### src/rtl/seven_seg_pkg.sv
// Shared types and glyph constants for the multiplexed seven-segment driver.
// Segments are active-low, bit order seg[6:0] = g f e d c b a.
package seven_seg_pkg;

  typedef logic [3:0] digit_t;

  localparam logic [6:0] SEG_BLANK = 7'h7F;

  localparam logic [6:0] GLYPH_0 = 7'b1000000;
  localparam logic [6:0] GLYPH_1 = 7'b1111001;
  localparam logic [6:0] GLYPH_2 = 7'b0100100;
  localparam logic [6:0] GLYPH_3 = 7'b0110000;
  localparam logic [6:0] GLYPH_4 = 7'b0011001;
  localparam logic [6:0] GLYPH_5 = 7'b0010010;
  localparam logic [6:0] GLYPH_6 = 7'b0000010;
  localparam logic [6:0] GLYPH_7 = 7'b1111000;
  localparam logic [6:0] GLYPH_8 = 7'b0000000;
  localparam logic [6:0] GLYPH_9 = 7'b0010000;
  localparam logic [6:0] GLYPH_A = 7'b0001000;
  localparam logic [6:0] GLYPH_B = 7'b0000011;
  localparam logic [6:0] GLYPH_C = 7'b1000110;
  localparam logic [6:0] GLYPH_D = 7'b0100001;
  localparam logic [6:0] GLYPH_E = 7'b0000110;
  localparam logic [6:0] GLYPH_F = 7'b0001110;

  // Hex nibble to active-low glyph lookup.
  function automatic logic [6:0] hex_glyph(input digit_t d);
    case (d)
      4'h0:    hex_glyph = GLYPH_0;
      4'h1:    hex_glyph = GLYPH_1;
      4'h2:    hex_glyph = GLYPH_2;
      4'h3:    hex_glyph = GLYPH_3;
      4'h4:    hex_glyph = GLYPH_4;
      4'h5:    hex_glyph = GLYPH_5;
      4'h6:    hex_glyph = GLYPH_6;
      4'h7:    hex_glyph = GLYPH_7;
      4'h8:    hex_glyph = GLYPH_8;
      4'h9:    hex_glyph = GLYPH_9;
      4'hA:    hex_glyph = GLYPH_A;
      4'hB:    hex_glyph = GLYPH_B;
      4'hC:    hex_glyph = GLYPH_C;
      4'hD:    hex_glyph = GLYPH_D;
      4'hE:    hex_glyph = GLYPH_E;
      4'hF:    hex_glyph = GLYPH_F;
      default: hex_glyph = SEG_BLANK;
    endcase
  endfunction

endpackage

### src/rtl/seven_seg_hex_decode.sv
// Combinational hex-to-seven-segment decoder with a blank override.
module seven_seg_hex_decode
  import seven_seg_pkg::*;
(
  input  digit_t     digit_i,
  input  logic       blank_i,
  output logic [6:0] seg_o
);

  // Blank wins over the glyph so the caller can dark a digit without touching its value.
  always_comb begin
    seg_o = SEG_BLANK;
    if (blank_i) begin
      seg_o = SEG_BLANK;
    end else begin
      seg_o = hex_glyph(digit_i);
    end
  end

endmodule

### src/rtl/seven_seg_scan_driver.sv
// Time-multiplexed NUM_DIGITS hex display driver: shadow/active digit registers,
// scan and blink timing, leading-zero and blink blanking, registered seg/an pins.
module seven_seg_scan_driver
  import seven_seg_pkg::*;
#(
  parameter int NUM_DIGITS   = 4,
  parameter int SCAN_DIV     = 1000,
  parameter int BLINK_FRAMES = 64
) (
  input  logic                    clk,
  input  logic                    rst,
  input  logic [4*NUM_DIGITS-1:0] in,
  input  logic                    load,
  input  logic                    lz_en,
  input  logic [NUM_DIGITS-1:0]   blink_mask,
  output logic [6:0]              seg,
  output logic [NUM_DIGITS-1:0]   an
);

  localparam int IDX_W = (NUM_DIGITS > 1) ? $clog2(NUM_DIGITS) : 1;
  localparam int CNT_W = (SCAN_DIV > 1) ? $clog2(SCAN_DIV) : 1;
  localparam int FRM_W = (BLINK_FRAMES > 1) ? $clog2(BLINK_FRAMES) : 1;
  localparam int DAT_W = 4 * NUM_DIGITS;

  localparam logic [CNT_W-1:0]      CNT_LAST = CNT_W'(SCAN_DIV - 1);
  localparam logic [CNT_W-1:0]      CNT_ONE  = CNT_W'(1);
  localparam logic [IDX_W-1:0]      IDX_LAST = IDX_W'(NUM_DIGITS - 1);
  localparam logic [IDX_W-1:0]      IDX_ONE  = IDX_W'(1);
  localparam logic [IDX_W-1:0]      IDX_ZERO = IDX_W'(0);
  localparam logic [FRM_W-1:0]      FRM_LAST = FRM_W'(BLINK_FRAMES - 1);
  localparam logic [FRM_W-1:0]      FRM_ONE  = FRM_W'(1);
  localparam logic [NUM_DIGITS-1:0] AN_ONE   = NUM_DIGITS'(1);
  localparam logic [NUM_DIGITS-1:0] NZ_NONE  = NUM_DIGITS'(0);

  logic [CNT_W-1:0]      cnt_q, cnt_d;
  logic [IDX_W-1:0]      idx_q, idx_d;
  logic [FRM_W-1:0]      frm_q, frm_d;
  logic                  phase_q, phase_d;
  logic [DAT_W-1:0]      shadow_q, shadow_d;
  logic [DAT_W-1:0]      active_q, active_d;
  logic [6:0]            seg_q, seg_d;
  logic [NUM_DIGITS-1:0] an_q, an_d;

  digit_t                cur_digit;
  logic [NUM_DIGITS-1:0] nibble_nz;
  logic [NUM_DIGITS-1:0] upper_nz;
  logic                  blank;

  // Scan timing plus shadow capture; the active copy happens only when the index wraps.
  always_comb begin
    cnt_d    = cnt_q;
    idx_d    = idx_q;
    frm_d    = frm_q;
    phase_d  = phase_q;
    shadow_d = shadow_q;
    active_d = active_q;
    if (load) begin
      shadow_d = in;
    end else begin
      shadow_d = shadow_q;
    end
    if (cnt_q == CNT_LAST) begin
      cnt_d = '0;
      if (idx_q == IDX_LAST) begin
        idx_d    = IDX_ZERO;
        active_d = shadow_q;
        if (frm_q == FRM_LAST) begin
          frm_d   = '0;
          phase_d = ~phase_q;
        end else begin
          frm_d   = frm_q + FRM_ONE;
        end
      end else begin
        idx_d = idx_q + IDX_ONE;
      end
    end else begin
      cnt_d = cnt_q + CNT_ONE;
    end
  end

  // Select the lit digit and decide whether it is blanked (leading zero or blink off-phase).
  always_comb begin
    cur_digit = active_q[{idx_q, 2'b00} +: 4];
    nibble_nz = NZ_NONE;
    for (int i = 0; i < NUM_DIGITS; i++) begin
      nibble_nz[i] = |active_q[4*i +: 4];
    end
    upper_nz = nibble_nz >> idx_q;
    blank    = (lz_en && (idx_q != IDX_ZERO) && (upper_nz == NZ_NONE)) ||
               (blink_mask[idx_q] && phase_q);
    an_d     = ~(AN_ONE << idx_q);
  end

  seven_seg_hex_decode u_decode (
    .digit_i (cur_digit),
    .blank_i (blank),
    .seg_o   (seg_d)
  );

  // State and output registers; reset discards any pending shadow data.
  always_ff @(posedge clk) begin
    if (rst) begin
      cnt_q    <= '0;
      idx_q    <= IDX_ZERO;
      frm_q    <= '0;
      phase_q  <= 1'b0;
      shadow_q <= '0;
      active_q <= '0;
      seg_q    <= SEG_BLANK;
      an_q     <= '1;
    end else begin
      cnt_q    <= cnt_d;
      idx_q    <= idx_d;
      frm_q    <= frm_d;
      phase_q  <= phase_d;
      shadow_q <= shadow_d;
      active_q <= active_d;
      seg_q    <= seg_d;
      an_q     <= an_d;
    end
  end

  assign seg = seg_q;
  assign an  = an_q;

endmodule

### config.mk
export PLATFORM = sky130hd
export DESIGN_NAME = seven_seg_scan_driver
export DESIGN_NICKNAME = d
export VERILOG_FILES = /design/src/rtl/seven_seg_pkg.sv /design/src/rtl/seven_seg_hex_decode.sv /design/src/rtl/seven_seg_scan_driver.sv
export SDC_FILE = /design/constraint.sdc
export NUM_CORES = 1
export LEC_CHECK = 0
export BUFFER_PORTS_ARGS = -buffer_cell sky130_fd_sc_hd__buf_2
export CAP_MARGIN = 5
export CELL_PAD_IN_SITES_DETAIL_PLACEMENT = 1
export CELL_PAD_IN_SITES_GLOBAL_PLACEMENT = 1
export CORE_MARGIN = 1
export CORE_UTILIZATION = 44
export CTS_CLUSTER_DIAMETER = 120
export DETAILED_ROUTE_END_ITERATION = 7
export GPL_TIMING_DRIVEN = 0
export PLACE_DENSITY_LB_ADDON = 0.1
export SETUP_SLACK_MARGIN = 0.15
export SYNTH_ARGS = -nofsm -noshare
export SYNTH_HDL_FRONTEND = slang
export SYNTH_SLANG_ARGS = --single-unit
### constraint.sdc
create_clock -name clk -period 2.7 [get_ports clk]
set_clock_uncertainty 0.1 [all_clocks]
set_input_delay 0.675 -clock clk [delete_from_list [all_inputs] [get_ports clk]]
set_output_delay 0.675 -clock clk [all_outputs]
set_load 0.005 [all_outputs]
==> results of run 1 <==
## logic make-up after synthesis
group           count (synthesis)  share of synthesized area [%]
compound gates                 45                           9.93
xor+xnor                       12                           3.76
fa+ha+maj                      12                           5.37
buf+inv                        30                           4.29
flops                          62                           44.4
mux                            29                           13.1
simple gates                  113                           19.1
## sequential cells by signal, indices dropped and copies added, names as in the netlist
| name | cells |
|---|---|
| phase_q | 1 |
| cnt_q | 10 |
| shadow_q | 16 |
| an | 4 |
| idx_q | 2 |
| frm_q | 6 |
| active_q | 16 |
| seg | 7 |
## Yosys cell counts
cell | instances | area [um^2]
nand3b_1 | 1 | 7.51
nand4_1 | 2 | 12.5
a211o_1 | 2 | 17.5
a31oi_1 | 2 | 12.5
or2_2 | 1 | 6.26
a22oi_1 | 1 | 7.51
o211ai_1 | 1 | 7.51
nor2_1 | 35 | 131
o21bai_1 | 2 | 15.0
o311ai_0 | 1 | 8.76
a21oi_1 | 24 | 120
o21ai_0 | 3 | 15.0
o2111ai_1 | 3 | 26.3
xor2_1 | 6 | 52.6
nor4_1 | 5 | 31.3
mux2_2 | 2 | 22.5
buf_1 | 3 | 11.3
buf_6 | 1 | 11.3
or3_1 | 3 | 18.8
ha_1 | 12 | 150
nand2b_1 | 6 | 37.5
nor3_1 | 5 | 25.0
xnor2_1 | 6 | 52.6
a211oi_1 | 2 | 15.0
nand3_1 | 23 | 115
or4_1 | 2 | 15.0
a311oi_1 | 1 | 8.76
nor3b_1 | 2 | 15.0
mux4_2 | 6 | 135
o31ai_1 | 2 | 15.0
inv_1 | 11 | 41.3
clkbuf_1 | 15 | 56.3
or3b_4 | 1 | 11.3
a32oi_1 | 1 | 8.76
dfxtp_1 | 62 | 1240
or4_4 | 1 | 11.3
nand2_1 | 26 | 97.6
mux2i_1 | 21 | 210
## path summary, 6_finish.rpt
check                                         startpoint                        to  cells past startpoint
worst max register to register     idx_q[0]$_SDFFE_PP0N_         seg[1]$_SDFF_PP1_                      8
worst min-delay path            shadow_q[1]$_SDFFE_PP0P_  active_q[1]$_SDFFE_PP0P_                      2
worst max-delay path               idx_q[0]$_SDFFE_PP0N_         seg[1]$_SDFF_PP1_                      8
worst min register to register  shadow_q[1]$_SDFFE_PP0P_  active_q[1]$_SDFFE_PP0P_                      2
## per-stage QoR
stage / worst slack [ns] / utilization [%] / hold slack, ns
2_1_floorplan: 0.374 / - / 0.330
3_3_place_gp: 0.0854 / 50.7 / 0.346
3_5_place_dp: -0.0111 / 50.7 / 0.358
4_1_cts: 0.193 / 54.4 / 0.370
5_1_grt: 0.158 / 54.5 / 0.379
6_report: 0.268 / 54.5 / 0.364
## routing by layer
metal	wire [um]	GRT usage, %	vias to the layer above
met2	3030	35.9	38
met3	196	4.33	12
met1	3070	27.7	1104
met4	131	10.5	0
li1	-	-	1155
met5	0	0	-
## power groups by stage
| stage | clock (mW) | combinational, mW | sequential, mW |
|---|---|---|---|
| finish | 0.915 | 0.0814 | 0.950 |
| global route | 0.974 | 0.0950 | 0.953 |
| CTS | 0.938 | 0.0832 | 0.950 |
| detailed placement | 0 | 0.0824 | 0.971 |
| global placement | 0 | 0.0797 | 0.971 |
| floorplan | 0 | 0.0485 | 0.969 |
## critical path, stage by stage, from the launching register on
cell and delay, ns:
dfxtp_1 0.46, clkbuf_4 0.29, mux4_2 0.61, inv_1 0.16, ha_1 0.25, inv_1 0.07, mux2i_1 0.07, a32oi_1 0.20
nand3_1 0.10
## layout make-up
class | instances | area [um^2]
Fill cell | 733 | 2740
Multi-Input combinational cell | 211 | 1440
Sequential cell | 62 | 1240
Timing Repair Buffer | 33 | 165
Clock buffer | 9 | 124
Clock inverter | 7 | 98.8
Tap cell | 75 | 93.8
Buffer | 19 | 82.6
Inverter | 11 | 41.3
## layout by cell type, fill, tap and decap left out, drive strengths merged, types with 4 or more instances in the layout
cell type | netlist | layout
dfxtp | 62 | 62
nand2b | 6 | 6
ha | 12 | 12
a21oi | 24 | 24
buf | 4 | 36
clkinv | 0 | 4
mux4 | 6 | 6
nand2 | 26 | 26
xnor2 | 6 | 6
nor4 | 5 | 5
nor2 | 35 | 35
inv | 11 | 11
nor3 | 5 | 5
nand3 | 23 | 23
mux2i | 21 | 21
clkbuf | 15 | 25
xor2 | 6 | 6
==> impl_metrics.toml, run 1 <==
[outcome]
status = "finished, final reports clean"

[die]
core_mm2 = 0.00603
ioPinCount = 35
start_util_pct = 46.4
die_w_um = 81.7
die_area_mm2 = 0.00668
die_y_um = 81.7
rows = 28

[placement]
dp.cells = 411
gp_congestion = 0.807
place_area_mm2 = 0.00306
dp_hpwl_um = 4750
port-buffer-count = 33

[run]
cap_violations = 0

[cts]
cts_sinks = 62
worstSkewPairLatency_ns = 0.35
root_buffer = "clkbuf_8"
cts_tree = "built"
hold_buffers = 0
ctsResizeCount = 1
cts_made_buffers = 9
htreeDepth = 3
postCtsSetupRepairBufs = 0
clkTransAtPathRegs_ns = 0.07
clock_path_buffers = 2

[timing]
rsz0062_at_grt = "no"
setup_viol = 0
fin_crit_ns = 2.43
slew_violations = 0
slew_headroom_pct = 52.6
timing.fmax_mhz = 411
finalCritPeriodShare_pct = 90.1
tightest_slew_ns = 0.711
hold_viol = 0
totalNegativeSetupSlack_ns = 0

[drt]
drt-vias-per-instance = 5.41
drtPass1Iterations = 4
num_vias = 2309
postRouteAntennaNets = 0
drc = 0
drtIter0Drc = 76
post_drt_wl_per_cell_um = 15.1
wirelength_um = 6440

[power]
total_power_mw = 1.95
internal_power_mw = 1.50
leakage_nw = 1.24
p_sw_share_pct = 23.0
p_per_area_mw_per_mm2 = 593
clock_power_share_pct = 47.0
pwr-share-comb_pct = 4.2
ir_drop_mv = 0.379
seq_power_share_pct = 48.8
p_sw_mw = 0.447

[setup_path]
path_class = "reg2reg"
start_kind = "flop"
worstPathArrival_ns = 2.55
crit_path_end_kind = "flop"
worst-path-max-fanout = 10
r2r_slack_ns = 0.27
required_ns = 2.82

[grt]
grt_pass1_vias = 2300
track_usage_pct = 22.0
antenna_found_initial = 0
grt_pass1_wl_um = 10900
grt-ovfl-total = 0
grt_max_degree = 13

[worst_hold_path]
hp-class = "reg2reg"

[finish]
area_growth_pct = 17.4
drive_above_1_share_pct = 17.6
final_area_mm2 = 0.00328
final_nets = 383
post_layout_nonfiller_instances = 427
diodes = 0

[synthesis]
synth_seq_area_share_pct = 44.4
ys_types = 38
synth_nets = 339
synth-seq-cells = 62
syn_area_mm2 = 0.00280
syn_inst = 303
yosysWarnings = 0
avgSynthCellArea_um2 = 9.23
Power figures use the tool's default switching activity.
==> run 2: changes to the inputs <==
Settings changed: CORE_UTILIZATION 44 to 40, HOLD_SLACK_MARGIN set to 0.03.
==> impl_metrics.toml, run 2 (same netlist as run 1, synthesis figures left out) <==
[outcome]
status = "finished, final reports clean"

[finish]
utilization_pct = 48.4
final_cell_mix = "61 x dfxtp_1, 35 x nor2_1, 33 x buf_2"
area_growth_pct = 16.9
final_common_cell = "dfxtp_1"
diodes = 0
final_nets = 383
reg_top3 = "active_q: 16 flops, shadow_q: 16 flops, cnt_q: 10 flops"
fillers = 824
post_layout_nonfiller_instances = 432
final_area_mm2 = 0.00327
drive_above_1_share_pct = 18.5

[placement]
port-buffer-count = 33
place_area_mm2 = 0.00306
dp_hpwl_um = 4670
dp.cells = 416
gp_congestion = 0.766
pre_cts_ws_ns = -0.0622

[timing]
timing.fmax_mhz = 426
slew_headroom_pct = 53.3
layout_setup_ws_ns = 0.350
totalNegativeSetupSlack_ns = 0
rsz0062_at_grt = "no"
tightest_slew_ns = 0.700
slew_violations = 0
setup_viol = 0
fin_hold_ws_ns = 0.369
hold_viol = 0
fin_crit_ns = 2.35
finalCritPeriodShare_pct = 87.0

[die]
start_util_pct = 41.4
rows = 30
die_w_um = 85.6
ioPinCount = 35
die_y_um = 85.6
core_mm2 = 0.00676
die_area_mm2 = 0.00733

[grt]
grt_busiest_layer = "met2"
grt.met1_usage_pct = 28.5
grt_pass1_vias = 2241
antenna_found_initial = 0
grt_max_degree = 12
grt_use_met2_pct = 29.0
met3_usage_pct = 3.46
grt_pass1_wl_um = 11300
grt-ovfl-total = 0
track_usage_pct = 19.8

[cts]
clkTransAtPathRegs_ns = 0.08
worstSkewPairLatency_ns = 0.34
cts_sinks = 62
root_buffer = "clkbuf_8"
cts_made_buffers = 9
cts_tree = "built"
htreeDepth = 3
clock_path_buffers = 2

[setup_path]
crit_path_end_kind = "flop"
required_ns = 2.80
path_class = "reg2reg"
worst-path-max-fanout = 10
start_kind = "flop"
worstPathArrival_ns = 2.45

[drt]
post_drt_wl_per_cell_um = 15.0
num_vias = 2252
drc = 0
wirelength_um = 6470
drt-vias-per-instance = 5.21
drtIter0Drc = 127
postRouteAntennaNets = 0
drtPass1Iterations = 4

[power]
p_per_area_mw_per_mm2 = 570
ir_drop_mv = 0.373
leakage_nw = 1.24
total_power_mw = 1.86

[run]
cap_violations = 0

[worst_hold_path]
hp-class = "reg2reg"
-- run 2: layout make-up --
cell class                 count  area, um^2  area share (%)
inverter                      11        41.3            1.26
buffer                        19        85.1            2.60
sequential                    62        1240            38.0
clock inverter                 6        61.3            1.88
tap                           80         100            3.06
clock buffer                  10         138            4.21
multi-input combinational    211        1440            43.9
timing repair buffer          33         165            5.05
-- run 2: where the power goes --
part	internal (mW)	total, mW	switching (mW)
Combinational	0.0397	0.0814	0.0416
Sequential	0.938	0.951	0.0128
Clock	0.448	0.832	0.384
Total	1.43	1.86	0.438
-- run 2: what timing repair did --
item | 4_1_cts | 5_1_grt
buffers inserted | 0 | 0
gates cloned | 0 | 0
setup endpoints to repair | 5 | 13
hold buffers | 0 | 0
gates resized for setup | 1 | 6
-- run 2: layer usage --
metal / up-vias / wire length, um
li1: 1153 / -
met2: 40 / 2820
met4: 0 / 115
met3: 8 / 196
met1: 1051 / 3340
met5: - / 0
-- run 2: worst paths after layout --
path,startpoint,to,slack [ns],cells past startpoint
setup / recovery,idx_q[0]$_SDFFE_PP0N_,seg[0]$_SDFF_PP1_,0.35,6
hold reg to reg,shadow_q[14]$_SDFFE_PP0P_,active_q[14]$_SDFFE_PP0P_,0.37,2
hold / removal,shadow_q[14]$_SDFFE_PP0P_,active_q[14]$_SDFFE_PP0P_,0.37,2
setup reg to reg,idx_q[0]$_SDFFE_PP0N_,seg[0]$_SDFF_PP1_,0.35,6
-- run 2: worst max-delay path, cell delays in order (launching register included) --
cell,delay (ns)
dfxtp_2,0.39
buf_4,0.22
mux4_2,0.60
inv_1,0.17
ha_1,0.28
nor2_1,0.07
o311ai_0,0.38
